`src/rtl/row_assembler.sv`:
```
`default_nettype none
// ============================================================================
// row_assembler : serial value stream -> ping-pong row buffer feeding cnn_layer
// Revision      : 1.0
// ============================================================================
module row_assembler #(
  parameter int VALUE_BITS  = 8,
  parameter int WIDTH       = 28,
  parameter int IN_CHANNELS = 1,
  parameter int HEIGHT      = 28
) (
  input  logic                  clock_i,
  input  logic                  reset_i,
  input  logic [VALUE_BITS-1:0] value_i,
  input  logic                  value_valid_i,
  output logic                  value_ready_o,
  output logic [VALUE_BITS-1:0] out_row_o [WIDTH][IN_CHANNELS],
  output logic                  out_row_valid_o,
  input  logic                  out_row_accept_i,
  output logic                  out_row_last_o
);

  localparam int c_CH_W  = (IN_CHANNELS > 1) ? $clog2(IN_CHANNELS) : 1;
  localparam int c_COL_W = (WIDTH > 1) ? $clog2(WIDTH) : 1;
  localparam int c_ROW_W = (HEIGHT > 1) ? $clog2(HEIGHT) : 1;
  localparam logic [c_CH_W-1:0]  c_CH_MAX  = c_CH_W'(IN_CHANNELS - 1);
  localparam logic [c_COL_W-1:0] c_COL_MAX = c_COL_W'(WIDTH - 1);
  localparam logic [c_ROW_W-1:0] c_ROW_MAX = c_ROW_W'(HEIGHT - 1);

  logic [VALUE_BITS-1:0] r_buf [2][WIDTH][IN_CHANNELS];
  logic [c_CH_W-1:0]     r_ch;
  logic [c_COL_W-1:0]    r_col;
  logic [c_ROW_W-1:0]    r_row;
  logic                  r_wr_sel;
  logic                  r_rd_sel;
  logic [1:0]            r_full_count;
  logic [1:0]            r_last;

  logic w_take;
  logic w_done;
  logic w_xfer;

  // Ready depends only on occupancy, so upstream sees no combinational loop.
  assign value_ready_o   = (r_full_count != 2'd2);
  assign out_row_valid_o = (r_full_count != 2'd0);
  assign out_row_last_o  = out_row_valid_o && r_last[r_rd_sel];

  assign w_take = value_valid_i && value_ready_o;
  assign w_done = w_take && (r_ch == c_CH_MAX) && (r_col == c_COL_MAX);
  assign w_xfer = out_row_valid_o && out_row_accept_i;

  always_comb begin
    for (int c = 0; c < WIDTH; c++) begin
      for (int h = 0; h < IN_CHANNELS; h++) begin
        out_row_o[c][h] = r_buf[r_rd_sel][c][h];
      end
    end
  end

  always_ff @(posedge clock_i) begin
    if (reset_i) begin
      for (int c = 0; c < WIDTH; c++) begin
        for (int h = 0; h < IN_CHANNELS; h++) begin
          r_buf[0][c][h] <= '0;
          r_buf[1][c][h] <= '0;
        end
      end
      r_ch         <= '0;
      r_col        <= '0;
      r_row        <= '0;
      r_wr_sel     <= 1'b0;
      r_rd_sel     <= 1'b0;
      r_full_count <= 2'd0;
      r_last       <= 2'b00;
    end else begin
      if (w_take) begin
        r_buf[r_wr_sel][r_col][r_ch] <= value_i;
        if (r_ch == c_CH_MAX) begin
          r_ch <= '0;
          if (r_col == c_COL_MAX) begin
            r_col <= '0;
          end else begin
            r_col <= r_col + 1'b1;
          end
        end else begin
          r_ch <= r_ch + 1'b1;
        end
      end

      if (w_done) begin
        r_last[r_wr_sel] <= (r_row == c_ROW_MAX);
        r_wr_sel         <= ~r_wr_sel;
        r_row            <= (r_row == c_ROW_MAX) ? '0 : r_row + 1'b1;
      end

      if (w_xfer) begin
        r_rd_sel <= ~r_rd_sel;
      end

      // Completion and hand-off in the same edge leave occupancy unchanged.
      case ({w_done, w_xfer})
        2'b10:   r_full_count <= r_full_count + 2'd1;
        2'b01:   r_full_count <= r_full_count - 2'd1;
        default: r_full_count <= r_full_count;
      endcase
    end
  end

endmodule
`default_nettype wire

```
`config.mk`:
```
export PLATFORM = sky130hd
export DESIGN_NAME = row_assembler
export DESIGN_NICKNAME = d
export VERILOG_FILES = /design/src/rtl/row_assembler.sv
export SDC_FILE = /design/constraint.sdc
export NUM_CORES = 1
export LEC_CHECK = 0
export ABC_CLOCK_PERIOD_IN_PS = 2550
export CORE_MARGIN = 10
export CORE_UTILIZATION = 51
export DETAILED_ROUTE_END_ITERATION = 6
export PLACE_DENSITY = 0.77
export REMOVE_ABC_BUFFERS = 1
export SLEW_MARGIN = 20
export SYNTH_ARGS = -nofsm -noshare
export SYNTH_HDL_FRONTEND = slang
export SYNTH_SLANG_ARGS = --single-unit
```
`constraint.sdc`:
```
create_clock -name clock_i -period 2.55 [get_ports clock_i]
set_input_delay 0.765 -clock clock_i [delete_from_list [all_inputs] [get_ports clock_i]]
set_output_delay 0.765 -clock clock_i [all_outputs]
set_load 0.05 [all_outputs]
```
==> flow_metrics.py, run 1 <==
metrics = {
    "outcome": {
        "status": "finished, violations left",
        "violations": "negative setup slack",
    },
    "grt": {
        "track_usage_pct": 22.7,
        "met3_usage_pct": 3.51,
        "grt_max_degree": 45,
        "grt_first_pass_wirelength_um": 81900,
        "grt_overflow": 0,
        "met1_usage_pct": 29.2,
        "antenna_found_initial": 1,
        "grt-busiest-layer": "met2",
        "grt_util_met2_pct": 38.8,
        "grt_pass1_vias": 13100,
    },
    "timing": {
        "hold_violations": 0,
        "layout_setup_ws_ps": -188,
        "drv_slew": 0,
        "holdWs_ps": 504,
        "fin_crit_ps": 2740,
        "grt_setup_unrepaired": "yes",
        "period_share_pct": 107,
        "slew_headroom_pct": 47.6,
        "setup_viol": 220,
        "max_freq_mhz": 365,
        "skew_ps": 13.2,
        "worst_pin_slew_ps": 784,
        "finalSetupTns_ps": -22400,
    },
    "setup_path": {
        "worst-setup-path-type": "reg -> out",
        "cp.required_ps": 1790,
        "r2r_slack_ps": 350,
        "cp.arrival_ps": 1970,
        "cp-start-kind": "flop",
        "end_kind": "primary output",
        "reg2reg_depth": 6,
        "r2r-start": "r_wr_sel",
        "regToRegEndpoint": "r_buf[0][191]",
        "critPathMaxFanout": 8,
    },
    "finish": {
        "area_growth_pct": 35.5,
        "fin_nets": 1825,
        "fill_cells": 2552,
        "multi_input_area_um2": 6070,
        "diodes": 0,
        "ff_latch_area_um2": 13800,
        "drive_gt1_share_pct": 37.1,
        "instances_no_fill": 2360,
    },
    "die": {
        "die-area_um2": 47100,
        "pin_count": 239,
        "start_util_pct": 51.4,
        "die_y_um": 217,
        "floorplan.core_area_um2": 38600,
        "die_w_um": 217,
        "std_cell_rows": 72,
    },
    "placed_design": {
        "dpl.cell_count": 2250,
        "io_buffers": 238,
        "gp_congestion": 0.878,
        "place_ws_ps": -287,
        "dp_hpwl_um": 37000,
    },
    "clocking": {
        "clock_latency_ps": 570,
        "clock_sinks": 465,
        "clock_path_buffers": 3,
        "clk_pin_slew_ps": 60,
        "holdBufCountCts": 0,
        "cts_tree": "done",
        "htree_levels": 2,
        "numCtsBuffers": 46,
        "root_buffer": "clkbuf_16",
    },
    "hold_path": {
        "hold_class": "reg -> reg",
        "hold_path_depth": 2,
        "min_to": "r_last[1]",
        "min-delay-start": "r_last[1]",
    },
    "route": {
        "avgViaCountPerCell": 5.76,
        "ant_nets": 0,
        "drcViolationCount": 0,
        "vias": 13600,
        "first_iter_violations": 1414,
        "finalWirelength_um": 59800,
        "first_pass_iters": 5,
        "wl_per_cell_um": 25.3,
    },
    "power_and_ir_drop": {
        "power_leakage_nw": 9.97,
        "power_density_nw_per_um2": 636,
        "peakVddDrop_uv": 509,
    },
    "synthesis": {
        "synth_edf_count": 448,
        "synthFlopType": "edfxtp_1",
        "synthArstFlopShare_pct": 0,
        "synth-seq-cells": 465,
        "synthCells": 1467,
        "synth_cell_type_count": 41,
        "synthesis.area_um2": 19800,
        "syn_avg_cell_area_um2": 13.5,
        "ys.warnings.count": 0,
        "seq_area_frac_synth_pct": 69.6,
    },
    "flow_run": {
        "cap_violations": 0,
    },
}
## registers in the layout (all words and copies together), names as in the netlist, named ones only
register and count:
r_full_count 2, r_col 5, r_last 2, r_buf 448, r_row 5, r_wr_sel 1
r_rd_sel 1
## metrics by stage
step	area [um2]	total power, mW	util, %
4_1_cts	25800	17.0	66.9
5_1_grt	26900	17.5	69.7
3_3_place_gp	23300	10.3	60.5
3_5_place_dp	23300	10.3	60.5
2_1_floorplan	19400	9.66	-
6_report	26900	17.1	69.7
## critical path, cell delays in order, from the launching register on
cell and delay, ps:
dfxtp_4 380, buf_12 170, buf_12 180, clkbuf_16 190
mux2_4 320, buf_8 150
## layout by cell type, fill, tap and decap left out, types with 2 or more instances in the layout
master | Yosys | layout
a21o_1 | 30 | 30
a21oi_1 | 8 | 8
and2_1 | 6 | 6
and3_1 | 2 | 2
and4b_1 | 2 | 2
buf_12 | 0 | 41
buf_16 | 0 | 11
buf_4 | 0 | 147
buf_6 | 4 | 90
buf_8 | 0 | 86
bufinv_16 | 0 | 4
clkbuf_1 | 87 | 12
clkbuf_16 | 0 | 57
clkdlybuf4s50_1 | 0 | 10
clkinv_1 | 0 | 9
clkinv_2 | 0 | 7
dfxtp_1 | 17 | 16
edfxtp_1 | 448 | 448
ha_1 | 6 | 6
inv_1 | 4 | 4
mux2_2 | 224 | 103
mux2_4 | 0 | 121
mux2i_1 | 6 | 6
nand2_1 | 43 | 40
nand2_2 | 0 | 3
nand2b_1 | 3 | 2
nand3_1 | 31 | 29
nand3_2 | 0 | 2
nand3b_1 | 2 | 2
nand4_1 | 2 | 2
nor2_1 | 462 | 462
nor2b_1 | 14 | 13
nor3_1 | 4 | 4
nor4_1 | 2 | 2
nor4b_1 | 2 | 2
o21ai_0 | 3 | 3
o21bai_1 | 24 | 24
or3_1 | 4 | 4
xnor2_1 | 3 | 3
## layout make-up
cell class | count | area share, %
clock buffers | 61 | 4.73
multi-input cells | 894 | 22.6
flip-flops and latches | 465 | 51.4
well taps | 518 | 2.41
inverters | 5 | 0.0885
repair buffers | 395 | 18.0
clock inverters | 22 | 0.764
## layer usage
layer,wire length [um],vias to the layer above
li1,-,5882
met1,23100,6817
met2,30000,785
met3,4870,114
met4,1820,2
met5,13,-
## how the worst max path moves through the flow
stage	end	start	slack, ps
after floorplan	out_row_o[0]	flop	-4410
after global placement	r_buf[1][151]	value_valid_i	-300
after detailed placement	r_buf[1][151]	value_valid_i	-290
after CTS	out_row_o[22]	flop	-190
after global routing	out_row_o[36]	flop	-210
final	out_row_o[36]	flop	-190
## cell usage after synthesis, drive strengths merged (3+ instances only)
| cell | number | share of area, % |
|---|---|---|
| o21bai | 24 | 0.91 |
| inv | 5 | 0.12 |
| a21oi | 8 | 0.20 |
| clkbuf | 87 | 1.6 |
| nor2 | 462 | 8.8 |
| or3 | 4 | 0.13 |
| xnor2 | 3 | 0.13 |
| buf | 16 | 0.51 |
| mux2i | 6 | 0.30 |
| mux2 | 224 | 13 |
| nand2b | 3 | 0.095 |
| a21o | 30 | 1.1 |
| nor3 | 4 | 0.10 |
| ha | 6 | 0.38 |
| nor2b | 14 | 0.44 |
| dfxtp | 17 | 1.7 |
| nand2 | 44 | 0.87 |
| o21ai | 3 | 0.076 |
| and2 | 6 | 0.19 |
| edfxtp | 448 | 68 |
| nand3 | 31 | 0.78 |
## power by group
group,internal (mW),total [mW],switching [mW]
Sequential,8.64,8.74,0.0994
Combinational,0.613,1.60,0.985
Clock,3.90,6.74,2.84
Total,13.2,17.1,3.92
## what timing repair did
item	4_1_cts	5_1_grt
gates resized for setup	194	213
endpoints found under the setup margin	224	224
buffers inserted	5	2
gates cloned	8	13
## logic make-up after synthesis
group,count (synthesis),share of synthesized area (%)
flops,465,69.6
compound gates,68,2.44
simple gates,586,12.1
xor+xnor,4,0.177
buf+inv,108,2.27
mux,230,13.0
fa+ha+maj,6,0.379
No activity file was read; power rests on OpenSTA's default activity.
==> run 2, diff against run 1 <==
Settings changed: ABC_CLOCK_PERIOD_IN_PS 2550 to default.
==> results of run 2 <==
Final layout, timing and power as in run 1 (identical DEF).
==> run 3, diff against run 2 <==
Settings changed: CTS_CLUSTER_DIAMETER from default to 30.
==> flow_metrics.py, run 3 (synthesis gave the netlist of run 1 again) <==
metrics = {
    "hold_path": {
        "hold_class": "reg -> reg",
        "min_to": "r_row[1]",
        "hold_path_depth": 2,
        "min-delay-start": "r_row[1]",
    },
    "power_and_ir_drop": {
        "power_leakage_nw": 11.1,
        "pwr-share-seq_pct": 37.8,
        "clkPwrFrac_pct": 55.0,
        "p_switching_mw": 5.32,
        "switching_share_pct": 23.0,
        "power_density_nw_per_um2": 791,
        "comb_power_share_pct": 7.2,
        "fin_total_pwr_mw": 23.2,
        "p_int_mw": 17.9,
        "peakVddDrop_uv": 482,
    },
    "timing": {
        "setup_viol": 224,
        "drv_slew": 0,
        "max_freq_mhz": 367,
        "layout_setup_ws_ps": -176,
        "hold_violations": 0,
        "holdWs_ps": 496,
        "grt_setup_unrepaired": "yes",
        "skew_ps": 27.3,
        "fin_crit_ps": 2730,
        "slew_headroom_pct": 43.8,
        "period_share_pct": 107,
        "worst_pin_slew_ps": 836,
    },
    "grt": {
        "grt_pass1_vias": 14500,
        "antenna_found_initial": 1,
        "track_usage_pct": 26.1,
        "grt_overflow": 0,
        "grt_first_pass_wirelength_um": 93000,
        "grt_max_degree": 36,
    },
    "outcome": {
        "status": "finished, violations left",
        "violations": "negative setup slack",
    },
    "placed_design": {
        "dp_hpwl_um": 37000,
        "io_buffers": 238,
        "gp_congestion": 0.878,
        "place_ws_ps": -287,
    },
    "finish": {
        "diodes": 0,
        "fill_cells": 2074,
        "ff_latch_area_um2": 13800,
        "largest_reg_flops": 448,
        "area_growth_pct": 48.0,
        "final_common_cell": "nor2_1",
        "fin_nets": 1880,
        "largest_register": "r_buf",
        "multi_input_area_um2": 6300,
        "top_regs": "r_buf: 448 flops, r_col: 5 flops, r_row: 5 flops",
        "drive_gt1_share_pct": 40.7,
        "final_cell_mix": "nor2_1 (462), edfxtp_1 (448), mux2_4 (182)",
    },
    "setup_path": {
        "worst-setup-path-type": "reg -> out",
        "end_kind": "primary output",
        "cp-start-kind": "flop",
        "cp.arrival_ps": 1960,
        "path_cells": "buf_12, buf_12, clkbuf_16, mux2_4, buf_6",
        "cp.required_ps": 1790,
        "cpPeakStageDelay_ps": 380,
        "reg2reg_depth": 8,
        "critical-path-slowest-cell": "dfxtp_4",
        "regToRegEndpoint": "r_buf[1][80]",
        "r2r-start": "r_full_count[1]",
        "critPathMaxFanout": 7,
        "cpMostUsedCell": "buf_12",
        "r2r_slack_ps": 260,
    },
    "die": {
        "floorplan.core_area_um2": 38600,
        "pin_count": 239,
        "die-area_um2": 47100,
        "die_y_um": 217,
        "std_cell_rows": 72,
        "start_util_pct": 51.4,
        "die_w_um": 217,
    },
    "route": {
        "vias": 14400,
        "first_iter_violations": 1802,
        "drcViolationCount": 0,
        "avgViaCountPerCell": 5.87,
        "first_pass_iters": 7,
        "ant_nets": 0,
        "wl_per_cell_um": 27.3,
        "finalWirelength_um": 66900,
    },
    "clocking": {
        "holdBufCountCts": 0,
        "numCtsBuffers": 90,
        "clock_latency_ps": 620,
        "cts_tree": "done",
        "htree_levels": 3,
        "clock_sinks": 465,
        "clock_path_buffers": 3,
        "root_buffer": "clkbuf_16",
        "clk_pin_slew_ps": 50,
    },
    "flow_run": {
        "cap_violations": 0,
    },
}
run 3: cell count changes in the layout (fill, tap and decap cells not counted), moves of 13 or more:
cell,delta
mux2_2,-61
buf_4,-53
bufinv_16,+13
mux2_4,+61
buf_6,+61
clkbuf_16,+47
run 3: critical path, delay by kind of cell, from the launching register on:
family	cells	cell delay, ps
DFF	1	380
muxes	1	320
buffers and inverters	4	660
run 3: how the worst max path moves through the flow:
stage | startpoint | end | cells past startpoint
after detailed placement | value_valid_i | r_buf[1][151] | 7
after global placement | value_valid_i | r_buf[1][151] | 7
final | flop | out_row_o[219] | 5
after floorplan | flop | out_row_o[0] | 1
after CTS | flop | out_row_o[20] | 5
after global routing | flop | out_row_o[219] | 5
run 3: area by class of cell:
type                       instances  share of cell area [%]
clock buffer                     103                    8.21
clock inverter                    64                    2.92
inverter                           5                  0.0810
multi-input combinational        894                    21.5
sequential                       465                    47.0
tap                              518                    2.21
timing repair buffer             406                    18.1
run 3: power groups by stage:
stage               clock, mW  combinational [mW]  sequential, mW
floorplan                   0               0.812            8.85
global placement            0                1.40            8.86
detailed placement          0                1.42            8.88
CTS                      12.7                1.58            8.75
global route             13.1                1.70            8.79
finish                   12.8                1.66            8.78
run 3: through the flow:
| step | TNS, ps | std cells | instance area, um2 | util (%) |
|---|---|---|---|---|
| final | -26850 | 2455 | 29300 | 76.1 |
| after global routing | -29830 | 2455 | 29300 | 76.1 |
| after CTS | -26380 | 2445 | 28600 | 74.1 |
| after detailed placement | -90900 | 2250 | 23300 | 60.5 |
| after global placement | -78480 | 2250 | 23300 | 60.5 |
| after floorplan | -1113300 | 1364 | 19400 | - |
run 3: routing by layer:
layer  track usage (%)  part of all wire, %  vias up
li1                  -                    -     6040
met1              32.4                   36     7235
met2              42.9                   50      948
met3              6.12                  9.1      193
met4              12.0                  4.5        2
met5                 0                0.027        -
run 3: repair_timing:
action | in CTS | in global routing
endpoints found under the setup margin | 224 | 226
cloned | 17 | 10
buffers inserted | 11 | 1
gates resized for setup | 365 | 151
